===== src/rtl/mem_port_arbiter.sv =====
// Arbitrates the single-ported main memory between the CPU control unit and the debug/loader port.
// One transaction at a time: IDLE -> ISSUE -> WAIT x RD_LAT (reads only) -> DONE -> IDLE.
module mem_port_arbiter #(
  parameter int AW     = 12,
  parameter int DW     = 16,
  parameter int RD_LAT = 1
) (
  input  logic          clock,
  input  logic          reset,
  input  logic          cpu_req,
  input  logic          cpu_we,
  input  logic [AW-1:0] cpu_addr,
  input  logic [DW-1:0] cpu_wdata,
  output logic          cpu_ack,
  output logic [DW-1:0] cpu_rdata,
  input  logic          dbg_req,
  input  logic          dbg_we,
  input  logic [AW-1:0] dbg_addr,
  input  logic [DW-1:0] dbg_wdata,
  input  logic          dbg_lock,
  output logic          dbg_ack,
  output logic [DW-1:0] dbg_rdata,
  output logic          mem_re,
  output logic          mem_we,
  output logic [AW-1:0] mem_addr,
  output logic [DW-1:0] mem_wdata,
  input  logic [DW-1:0] mem_rdata,
  output logic          busy,
  output logic          owner
);

  localparam logic [1:0] IDLE  = 2'd0;
  localparam logic [1:0] ISSUE = 2'd1;
  localparam logic [1:0] WAIT  = 2'd2;
  localparam logic [1:0] DONE  = 2'd3;

  localparam int CW = (RD_LAT < 2) ? 1 : $clog2(RD_LAT + 1);

  logic [1:0]    state_q, state_d;
  logic          owner_q, owner_d;
  logic          we_q, we_d;
  logic [AW-1:0] addr_q, addr_d;
  logic [DW-1:0] wdata_q, wdata_d;
  logic          last_q, last_d;
  logic [CW-1:0] cnt_q, cnt_d;
  logic [DW-1:0] cpu_rdata_q, cpu_rdata_d;
  logic [DW-1:0] dbg_rdata_q, dbg_rdata_d;

  logic cpu_elig;
  logic dbg_elig;
  logic grant_dbg;

  assign cpu_elig  = cpu_req && !dbg_lock;
  assign dbg_elig  = dbg_req;
  // On a tie the requester that was not served last wins (last_q: 1 = debug).
  assign grant_dbg = dbg_elig && (!cpu_elig || !last_q);

  always_comb begin
    state_d     = state_q;
    owner_d     = owner_q;
    we_d        = we_q;
    addr_d      = addr_q;
    wdata_d     = wdata_q;
    last_d      = last_q;
    cnt_d       = cnt_q;
    cpu_rdata_d = cpu_rdata_q;
    dbg_rdata_d = dbg_rdata_q;
    case (state_q)
      IDLE: begin
        if (cpu_elig || dbg_elig) begin
          owner_d = grant_dbg;
          we_d    = grant_dbg ? dbg_we    : cpu_we;
          addr_d  = grant_dbg ? dbg_addr  : cpu_addr;
          wdata_d = grant_dbg ? dbg_wdata : cpu_wdata;
          state_d = ISSUE;
        end
      end
      ISSUE: begin
        if (we_q) begin
          state_d = DONE;
        end else begin
          cnt_d   = CW'(RD_LAT);
          state_d = WAIT;
        end
      end
      WAIT: begin
        cnt_d = cnt_q - CW'(1);
        if (cnt_q == CW'(1)) begin
          if (owner_q) dbg_rdata_d = mem_rdata;
          else         cpu_rdata_d = mem_rdata;
          state_d = DONE;
        end
      end
      DONE: begin
        last_d  = owner_q;
        state_d = IDLE;
      end
      default: state_d = IDLE;
    endcase
  end

  always_ff @(posedge clock or negedge reset) begin
    if (!reset) begin
      state_q     <= IDLE;
      owner_q     <= 1'b0;
      we_q        <= 1'b0;
      addr_q      <= '0;
      wdata_q     <= '0;
      last_q      <= 1'b1;
      cnt_q       <= '0;
      cpu_rdata_q <= '0;
      dbg_rdata_q <= '0;
    end else begin
      state_q     <= state_d;
      owner_q     <= owner_d;
      we_q        <= we_d;
      addr_q      <= addr_d;
      wdata_q     <= wdata_d;
      last_q      <= last_d;
      cnt_q       <= cnt_d;
      cpu_rdata_q <= cpu_rdata_d;
      dbg_rdata_q <= dbg_rdata_d;
    end
  end

  assign mem_re    = (state_q == ISSUE) && !we_q;
  assign mem_we    = (state_q == ISSUE) && we_q;
  assign mem_addr  = addr_q;
  assign mem_wdata = wdata_q;
  assign cpu_ack   = (state_q == DONE) && !owner_q;
  assign dbg_ack   = (state_q == DONE) && owner_q;
  assign cpu_rdata = cpu_rdata_q;
  assign dbg_rdata = dbg_rdata_q;
  assign busy      = (state_q != IDLE);
  assign owner     = owner_q;

endmodule


===== config.mk =====
export PLATFORM = sky130hd
export DESIGN_NAME = mem_port_arbiter
export DESIGN_NICKNAME = d
export VERILOG_FILES = /design/src/rtl/mem_port_arbiter.sv
export SDC_FILE = /design/constraint.sdc
export NUM_CORES = 1
export LEC_CHECK = 0
export ABC_AREA = 0
export CORE_MARGIN = 4
export CORE_UTILIZATION = 40
export CTS_CLUSTER_DIAMETER = 80
export CTS_CLUSTER_SIZE = 16
export DETAILED_ROUTE_END_ITERATION = 8
export PLACE_DENSITY = 0.84
export REMOVE_ABC_BUFFERS = 1
export SETUP_SLACK_MARGIN = 0.3
export SKIP_LAST_GASP = 1
export SLEW_MARGIN = 15
export SYNTH_ARGS = -nofsm -noshare
export SYNTH_HDL_FRONTEND = slang
export SYNTH_SLANG_ARGS = --single-unit

===== constraint.sdc =====
create_clock -name clock -period 2.04 [get_ports clock]
set_input_delay 0.408 -clock clock [delete_from_list [all_inputs] [get_ports clock]]
set_output_delay 0.408 -clock clock [all_outputs]
set_load 0.05 [all_outputs]

==> metrics.md, run 1 <==
| Metric | Value |
|---|---|
| Vias in the first global route | `3009` |
| Final Hold Viols | `0` |
| Slowest CP cell | `dfrtp_1` |
| Starting Density | `0.4126` |
| Chip Height | `100.3 microns` |
| Tcrit/Tclk final | `0.8690` |
| Share of cells above drive strength 1 | `0.2795` |
| Primary FF master, synth | `dfrtp_1` |
| Most frequent cells in the layout | `clkdlybuf4s50_1 (76), dfrtp_1 (65), dlygate4sd2_1 (60)` |
| Pin count of the biggest net entering global routing | `47` |
| Area grow syn2layout | `53.87%` |
| Final setup violation count | `0` |
| Row count | `33` |
| R2R setup slack | `0.34 ns` |
| Design Power | `9167 uW` |
| Total placed cells including tap cells | `539` |
| Worst Tran Pin Value | `0.5079 ns` |
| # clock sinks | `66` |
| Peak supply drop | `0.9418 mV` |
| Port Buffers | `144` |
| Pwr dens | `1749 nW/um^2` |
| Post-synth EDFFs | `0` |
| Tightest Hold Check Type | `input port to asynchronous set/reset pin` |
| Residual DRC | `0` |
| CTS root buffer | `clkbuf_8` |
| Total GRT Usage | `0.1810` |
| RSZ-0062 raised after global routing | `yes` |
| Worst-path cell chain | `inv_2 > ha_4 > inv_1 > buf_4` |
| Average size of a mapped cell | `11.17 sq um` |
| CTS max path bufs | `2` |
| Remaining global-route overflow | `0` |
| Crit path largest cell delay | `0.44 ns` |
| Vias per cell | `5.137` |
| Antenna diode count | `0` |
| Most common cell after layout, fill and taps aside | `clkdlybuf4s50_1` |
| Num ports | `145` |
| Leakage | `0.002356 uW` |
| DRT Pass-1 Iters | `4` |
| Core ar. | `8258 sq um` |
| Crit path DAT | `1.36 ns` |
| Period minus WS final | `1.773 ns` |
| CP Class | `register to primary output` |
| Mapped cell area | `3407 sq um` |
| First-pass GRT wire length | `14590 microns` |
| FF+latch count, synth | `66` |
| Critical Path Source Type | `register` |
| Full die area | `10060 sq um` |
| Drt total wl | `9079 microns` |
| Max-cap violations | `0` |
| Gpl congestion | `0.7996` |
| DR vias | `2892` |
| Starting DRC count in detailed routing | `98` |
| CP Max Fanout | `6` |
| Fin nets | `537` |
| YS warnings | `0` |
| CTS Buf Count | `9` |
| Outcome | `completed` |
| Initial antenna violation count | `0` |
| DP Area | `4959 sq um` |
| CTS tree | `yes` |
| Yosys cell types | `33` |
| Clock Latency Late Sink | `0.32 ns` |
| WP data required | `1.63 ns` |
| CTS Hold Bufs | `0` |
| DRT antenna net count | `0` |
| WHS | `0.1026 ns` |
| Wire length per cell | `16.13 microns` |
| CTS clock-pin slew for the worst setup and hold paths | `0.07 ns` |
| Slew Limit Fails | `0` |
| Die width | `100.3 microns` |
| Final worst clock skew | `0.007418 ns` |
| Cells after synthesis | `305` |
| Htree depth | `3` |
| Cell area after layout | `5243 sq um` |
| Post-synthesis sequential area ratio | `0.4851` |
| CP Capture Type | `primary output` |
| FMAX | `0.5641 GHz` |
| Finished Layout Cells | `563` |
| Fillers | `670` |
| Max-Slew Margin vs Limit | `0.6609` |
| Detailed placement HPWL | `6679 microns` |
| Asr flop ratio synth | `1.000` |
[worst max-delay path, delay by kind of cell, from the launching register on]
family                   cells  cell delay, ns
flip-flops                   1            0.44
buffers and inverters        3            0.40
adder cells (fa/ha/maj)      1            0.20
[flip-flops by register name, summed over array words and instances (netlist names)]
name       flops
state_q        2
cnt_q          1
last_q         1
dbg_rdata     16
cpu_rdata     16
mem_wdata     16
mem_addr      12
owner          1
we_q           1
[Yosys cell counts (2+ instances only)]
master / instances / area share
o21ai_1: 6 / 0.0088
mux2_1: 5 / 0.017
buf_6: 7 / 0.023
a22oi_2: 4 / 0.015
nor2b_1: 2 / 0.0037
nor2_1: 3 / 0.0033
clkbuf_1: 7 / 0.0077
inv_1: 32 / 0.035
and2_1: 2 / 0.0037
dfrtp_1: 65 / 0.48
buf_2: 13 / 0.019
o221a_2: 29 / 0.096
mux2_2: 29 / 0.096
a22oi_1: 25 / 0.055
nand2_1: 31 / 0.034
o21ai_0: 24 / 0.035
ha_1: 5 / 0.018
[final cells by class]
cell class / count / area [sq um] / share of cell area
inverters: 33 / 123.9 / 0.02363
well taps: 105 / 131.4 / 0.02506
multi-input cells: 177 / 1521 / 0.2902
clock inverters: 6 / 90.09 / 0.01718
clock buffers: 10 / 137.6 / 0.02625
repair buffers: 166 / 1585 / 0.3024
flip-flops and latches: 66 / 1653 / 0.3153
[what timing repair did]
| item | CTS | global route |
|---|---|---|
| buffers inserted | 5 | 3 |
| gates resized for setup | 72 | 6 |
| endpoints found under the setup margin | 81 | 11 |
[final timing paths]
path | cells after the start | startpoint | end
max reg2reg | 5 | state_q[1] | state_q[1]
min in group clock | 1 | dbg_rdata[11] | dbg_rdata[11]
max | 4 | state_q[1] | busy
min reg2reg | 1 | dbg_rdata[11] | dbg_rdata[11]
min | 2 | reset | dbg_rdata[7]
max in group asynchronous | 2 | reset | last_q
[metrics by stage]
| step | util | setup slack (ns) | setup TNS, ns |
|---|---|---|---|
| 3_3_place_gp | 0.6005 | 0.2202 | 0 |
| 3_5_place_dp | 0.6005 | 0.1719 | 0 |
| 5_1_grt | 0.6348 | 0.2093 | 0 |
| 4_1_cts | 0.6283 | 0.1964 | 0 |
| 6_report | 0.6348 | 0.2673 | 0 |
| 2_1_floorplan | - | -0.4826 | -12.52 |
[power by group]
part | leakage (uW) | switching [uW] | total [uW] | internal, uW
registers | 0.000747 | 410 | 2400 | 1990
logic | 0.00150 | 3570 | 5560 | 2000
clock network | 0.000112 | 485 | 1210 | 723
[per-layer routing]
| metal | vias up | share of wire | GRT usage |
|---|---|---|---|
| li1 | 1390 | - | - |
| met1 | 1360 | 0.42 | 0.2383 |
| met2 | 132 | 0.49 | 0.2982 |
| met3 | 10 | 0.080 | 0.03753 |
| met4 | 0 | 0.011 | 0.05907 |
| met5 | - | 0 | 0 |
[cells by family (layout without fill, tap and decap cells)]
group / Yosys count / after routing / synth area share
AND/OR/NAND/NOR: 45 / 45 / 0.06427
flip-flops: 66 / 66 / 0.4851
adder cells (fa/ha/maj): 5 / 5 / 0.01836
AO/OA/AOI/OAI: 93 / 93 / 0.2303
multiplexers: 34 / 34 / 0.1124
buffers and inverters: 62 / 215 / 0.08961
No activity file was read; power rests on OpenSTA's default activity.
==> inputs of run 2 (changes only) <==
--- a/config.mk
+++ b/config.mk
@@ -14,6 +14,7 @@
 export PLACE_DENSITY = 0.84
 export REMOVE_ABC_BUFFERS = 1
 export SETUP_SLACK_MARGIN = 0.3
+export SKIP_CTS_REPAIR_TIMING = 1
 export SKIP_LAST_GASP = 1
 export SLEW_MARGIN = 15
 export SYNTH_ARGS = -nofsm -noshare
==> run 2 against run 1 <==
Net effect: fmax decreased by 5.0%; critical path depth stayed put; worst setup slack worse by 0.093 ns; via count is 0.31% higher; first-iteration DRC count grew 26%; register-to-register slack about the same; utilization is 2.3 points higher; hold slack worse by 0.0017 ns; combinational power grew 5.0%; largest cell class is now buffers.
==> metrics.md, run 2 (synthesized netlist as in run 1, its figures left out) <==
| Metric | Value |
|---|---|
| Final Util | `0.6582` |
| R2r endpoint | `cpu_rdata[15]` |
| Vias per cell | `5.180` |
| Drt total wl | `9255 microns` |
| DRT Pass-1 Iters | `4` |
| Initial antenna violation count | `0` |
| Antenna diode count | `0` |
| Outcome | `completed` |
| Period minus WS final | `1.866 ns` |
| CP Max Fanout | `6` |
| # clock sinks | `66` |
| Pin count of the biggest net entering global routing | `47` |
| CTS clock-pin slew for the worst setup and hold paths | `0.07 ns` |
| CTS Buf Count | `9` |
| Peak supply drop | `0.9589 mV` |
| Most common cell after layout, fill and taps aside | `clkdlybuf4s50_1` |
| Tcrit/Tclk final | `0.9145` |
| Combinational power share | `0.617` |
| R2r startpoint | `state_q[0]` |
| Wire length per cell | `16.53 microns` |
| Full die area | `10060 sq um` |
| Starting Density | `0.4126` |
| Seq pwr share | `0.254` |
| CTS tree | `yes` |
| Num ports | `145` |
| Tightest Hold Check Type | `input port to asynchronous set/reset pin` |
| WHS | `0.1009 ns` |
| Row count | `33` |
| WP data required | `1.63 ns` |
| Port Buffers | `144` |
| Chip Height | `100.3 microns` |
| Residual DRC | `0` |
| Final worst clock skew | `0.009205 ns` |
| Total GRT Usage | `0.1779` |
| Most frequent cells in the layout | `clkdlybuf4s50_1 (76), dfrtp_1 (63), dlymetal6s2s_1 (60)` |
| DR vias | `2901` |
| RSZ-0062 raised after global routing | `yes` |
| Core ar. | `8258 sq um` |
| Crit path DAT | `1.46 ns` |
| Htree depth | `3` |
| Gpl congestion | `0.7996` |
| FMAX | `0.5360 GHz` |
| Leakage | `0.002765 uW` |
| Max-cap violations | `0` |
| Starting DRC count in detailed routing | `123` |
| Internal | `5009 uW` |
| Net Sw Power | `4456 uW` |
| Setup TNS | `0 ns` |
| Worst-path cell chain | `inv_2 > ha_2 > inv_1 > buf_4` |
| Remaining global-route overflow | `0` |
| Fin nets | `534` |
| Slew Limit Fails | `0` |
| Pwr dens | `1741 nW/um^2` |
| R2R depth | `4` |
| Sw frac | `0.4708` |
| CTS max path bufs | `2` |
| Detailed placement HPWL | `6679 microns` |
| Crit path largest cell delay | `0.46 ns` |
| Slowest CP cell | `dfrtp_2` |
| Clock Latency Late Sink | `0.32 ns` |
| CP Capture Type | `primary output` |
| Final Hold Viols | `0` |
| Clock power share | `0.129` |
| Share of cells above drive strength 1 | `0.2747` |
| Die width | `100.3 microns` |
| Area grow syn2layout | `59.53%` |
| Critical Path Source Type | `register` |
| CP Class | `register to primary output` |
| DRT antenna net count | `0` |
| Final setup violation count | `0` |
| R2R setup slack | `0.34 ns` |
| CTS root buffer | `clkbuf_8` |
| First-pass GRT wire length | `14320 microns` |
| Vias in the first global route | `2941` |
| Worst Tran Pin Value | `0.5291 ns` |
| Max-Slew Margin vs Limit | `0.6467` |
## run 2: how the worst max path moves through the flow
| stage | start | end | slack, ns | cells after the start |
|---|---|---|---|---|
| after floorplan | state_q[0] | owner | -0.48 | 4 |
| after global placement | dbg_lock | mem_wdata[15] | 0.22 | 5 |
| after detailed placement | dbg_lock | mem_wdata[9] | 0.17 | 5 |
| after CTS | state_q[0] | busy | 0.06 | 4 |
| after global routing | state_q[1] | busy | 0.12 | 4 |
| final | state_q[1] | busy | 0.17 | 4 |
## run 2: cell type report
type	instances	area, sq um
flip-flops and latches	66	1655
fillers	603	2823
well taps	105	131.4
inverters	33	123.9
multi-input cells	177	1509
clock buffers	10	137.6
clock inverters	6	90.09
repair buffers	163	1788
## run 2: power by group through the flow
stage | combinational [uW] | clock, uW | sequential (uW)
finish | 5840 | 1220 | 2410
global route | 6160 | 1320 | 2490
CTS | 5750 | 1240 | 2400
detailed placement | 5750 | 0 | 2420
global placement | 5640 | 0 | 2390
floorplan | 1600 | 0 | 4490
## run 2: critical path, delay by kind of cell (launching register included)
kind	cells	cell delay, ns
buffers and inverters	3	0.39
adder cells (fa/ha/maj)	1	0.28
flip-flops	1	0.46
## run 2: stage by stage
| step | total power, uW | worst slack [ns] | cells | instance area (sq um) |
|---|---|---|---|---|
| after global routing | 9973 | 0.1185 | 560 | 5435 |
| final | 9465 | 0.1744 | 560 | 5435 |
| after detailed placement | 8164 | 0.1719 | 539 | 4959 |
| after CTS | 9403 | 0.06008 | 555 | 5186 |
| after global placement | 8031 | 0.2202 | 539 | 4959 |
| after floorplan | 6090 | -0.4826 | 276 | 3226 |
## run 2: per-layer routing
| metal | track usage | routed length [microns] |
|---|---|---|
| met4 | 0.05907 | 78 |
| met3 | 0.03683 | 677 |
| met1 | 0.2374 | 4008 |
| met2 | 0.2890 | 4491 |
| met5 | 0 | 0 |
==> inputs of run 3 (changes only) <==
--- a/config.mk
+++ b/config.mk
@@ -7,11 +7,11 @@
 export LEC_CHECK = 0
 export ABC_AREA = 0
 export CORE_MARGIN = 4
-export CORE_UTILIZATION = 40
+export CORE_UTILIZATION = 43
 export CTS_CLUSTER_DIAMETER = 80
 export CTS_CLUSTER_SIZE = 16
 export DETAILED_ROUTE_END_ITERATION = 8
-export PLACE_DENSITY = 0.84
+export PLACE_DENSITY = 0.89
 export REMOVE_ABC_BUFFERS = 1
 export SETUP_SLACK_MARGIN = 0.3
 export SKIP_CTS_REPAIR_TIMING = 1
==> run 3 against run 2 <==
Net effect: cell count fell by 0.89%; die area down 6.4%; sequential power about the same; clock power down 14%; worst setup slack improved by 0.046 ns; largest cell class unchanged; non-clock buffer count fell by 2; wire length is 4.6% higher; flip-flop and latch count is the same; critical endpoint unchanged.
==> metrics.md, run 3 (synthesized netlist as in run 1, its figures left out) <==
| Metric | Value |
|---|---|
| Port Buffers | `144` |
| Total GRT Usage | `0.1979` |
| Die width | `97.01 microns` |
| DR vias | `2996` |
| CTS max path bufs | `2` |
| Vias per cell | `5.398` |
| CTS tree | `yes` |
| WHS | `0.04459 ns` |
| Post-route worst setup slack | `0.2201 ns` |
| Max-Slew Margin vs Limit | `0.6216` |
| Tightest Hold Check Type | `input port to asynchronous set/reset pin` |
| First-pass GRT wire length | `15180 microns` |
| Internal | `4771 uW` |
| Most common cell after layout, fill and taps aside | `clkdlybuf4s50_1` |
| Num ports | `145` |
| R2r startpoint | `state_q[0]` |
| Net Sw Power | `4452 uW` |
| FMAX | `0.5495 GHz` |
| Pre-CTS WS | `0.1282 ns` |
| CP Class | `register to primary output` |
| Vias in the first global route | `3036` |
| CP Max Fanout | `8` |
| Outcome | `completed` |
| Fin nets | `532` |
| Period minus WS final | `1.820 ns` |
| Share of cells above drive strength 1 | `0.2715` |
| Remaining global-route overflow | `0` |
| Chip Height | `97.01 microns` |
| CTS root buffer | `clkbuf_8` |
| Slew Limit Fails | `0` |
| Crit path from | `state_q[0]` |
| Initial antenna violation count | `0` |
| Gpl congestion | `0.8371` |
| # clock sinks | `66` |
| Wire length per cell | `17.44 microns` |
| Pwr dens | `1729 nW/um^2` |
| Core ar. | `7727 sq um` |
| Antenna diode count | `0` |
| Seq pwr share | `0.258` |
| Max-cap violations | `0` |
| CTS Buf Count | `9` |
| CTS clock-pin slew for the worst setup and hold paths | `0.07 ns` |
| Final Hold Viols | `0` |
| DP Area | `4947 sq um` |
| Cell area after layout | `5335 sq um` |
| Final Util | `0.6904` |
| Starting DRC count in detailed routing | `162` |
| RSZ-0062 raised after global routing | `yes` |
| Combinational power share | `0.628` |
| CP Capture Type | `primary output` |
| Fillers | `532` |
| Critical Path Source Type | `register` |
| Sw frac | `0.4827` |
| Row count | `32` |
| DRT antenna net count | `0` |
| Area grow syn2layout | `56.59%` |
| Most frequent cells in the layout | `clkdlybuf4s50_1 (76), dfrtp_1 (64), dlymetal6s2s_1 (59)` |
| Worst Tran Pin Value | `0.5667 ns` |
| Htree depth | `3` |
| Clock power share | `0.114` |
| Full die area | `9411 sq um` |
| Starting Density | `0.4409` |
| Final worst clock skew | `0.009336 ns` |
| Pin count of the biggest net entering global routing | `41` |
| Residual DRC | `0` |
| DRT Pass-1 Iters | `4` |
| Detailed placement HPWL | `7116 microns` |
| Drt total wl | `9678 microns` |
| WP data required | `1.63 ns` |
| Tcrit/Tclk final | `0.8921` |
| Peak supply drop | `0.7324 mV` |
| Clock Latency Late Sink | `0.32 ns` |
| Leakage | `0.002725 uW` |
| Final setup violation count | `0` |
| Crit path DAT | `1.41 ns` |
## run 3: cell count changes in the layout (fill, tap and decap cells not counted)
cell	before	now
ha_2	1	3
clkinv_2	1	3
nor2b_2	0	1
clkbuf_8	10	9
ha_4	2	0
dfrtp_2	2	1
buf_12	6	5
buf_6	1	0
bufinv_16	2	1
buf_4	18	19
dfrtp_1	63	64
nor2b_4	2	1
dlymetal6s2s_1	60	59
## run 3: stage by stage
stage          power, uW  TNS, ns  cells
6_report            9223        0    555
5_1_grt             9663        0    555
4_1_cts             9261        0    553
3_5_place_dp        8179        0    537
3_3_place_gp        8003        0    537
2_1_floorplan       6090   -12.52    276
## run 3: worst max-delay path: stages (launching register included)
cell,delay (ns)
dfrtp_1,0.38
inv_1,0.12
ha_2,0.31
inv_1,0.08
buf_4,0.19
## run 3: area by class of cell
cell class,count,area (sq um),share of cell area
timing repair buffer,161,1752,0.3283
tap,102,127.6,0.02392
multi-input combinational,177,1484,0.2781
inverter,33,123.9,0.02322
clock buffer,9,123.9,0.02322
clock inverter,7,70.07,0.01313
sequential,66,1654,0.3100
## run 3: power by group through the flow
stage / sequential, uW / combinational (uW) / clock, uW
final: 2380 / 5790 / 1050
after global placement: 2370 / 5630 / 0
after detailed placement: 2400 / 5780 / 0
after global routing: 2440 / 6080 / 1150
after CTS: 2390 / 5780 / 1090
after floorplan: 4490 / 1600 / 0
## run 3: final timing paths
check | end | slack (ns) | cells past startpoint
worst max-delay path | busy | 0.22 | 4
worst min-delay path | mem_addr[5] | 0.04 | 1
worst max register to register | state_q[1] | 0.39 | 5
worst min register to register | cpu_rdata[6] | 0.49 | 1
max in group asynchronous | cpu_rdata[11] | 1.30 | 2
min in group clock | cpu_rdata[6] | 0.49 | 1
## run 3: routing by layer
layer	GRT usage	vias up	part of all wire
li1	-	1377	-
met1	0.2603	1481	0.43
met2	0.3264	130	0.50
met5	0	-	0
met3	0.04398	8	0.060
met4	0.06048	0	0.011
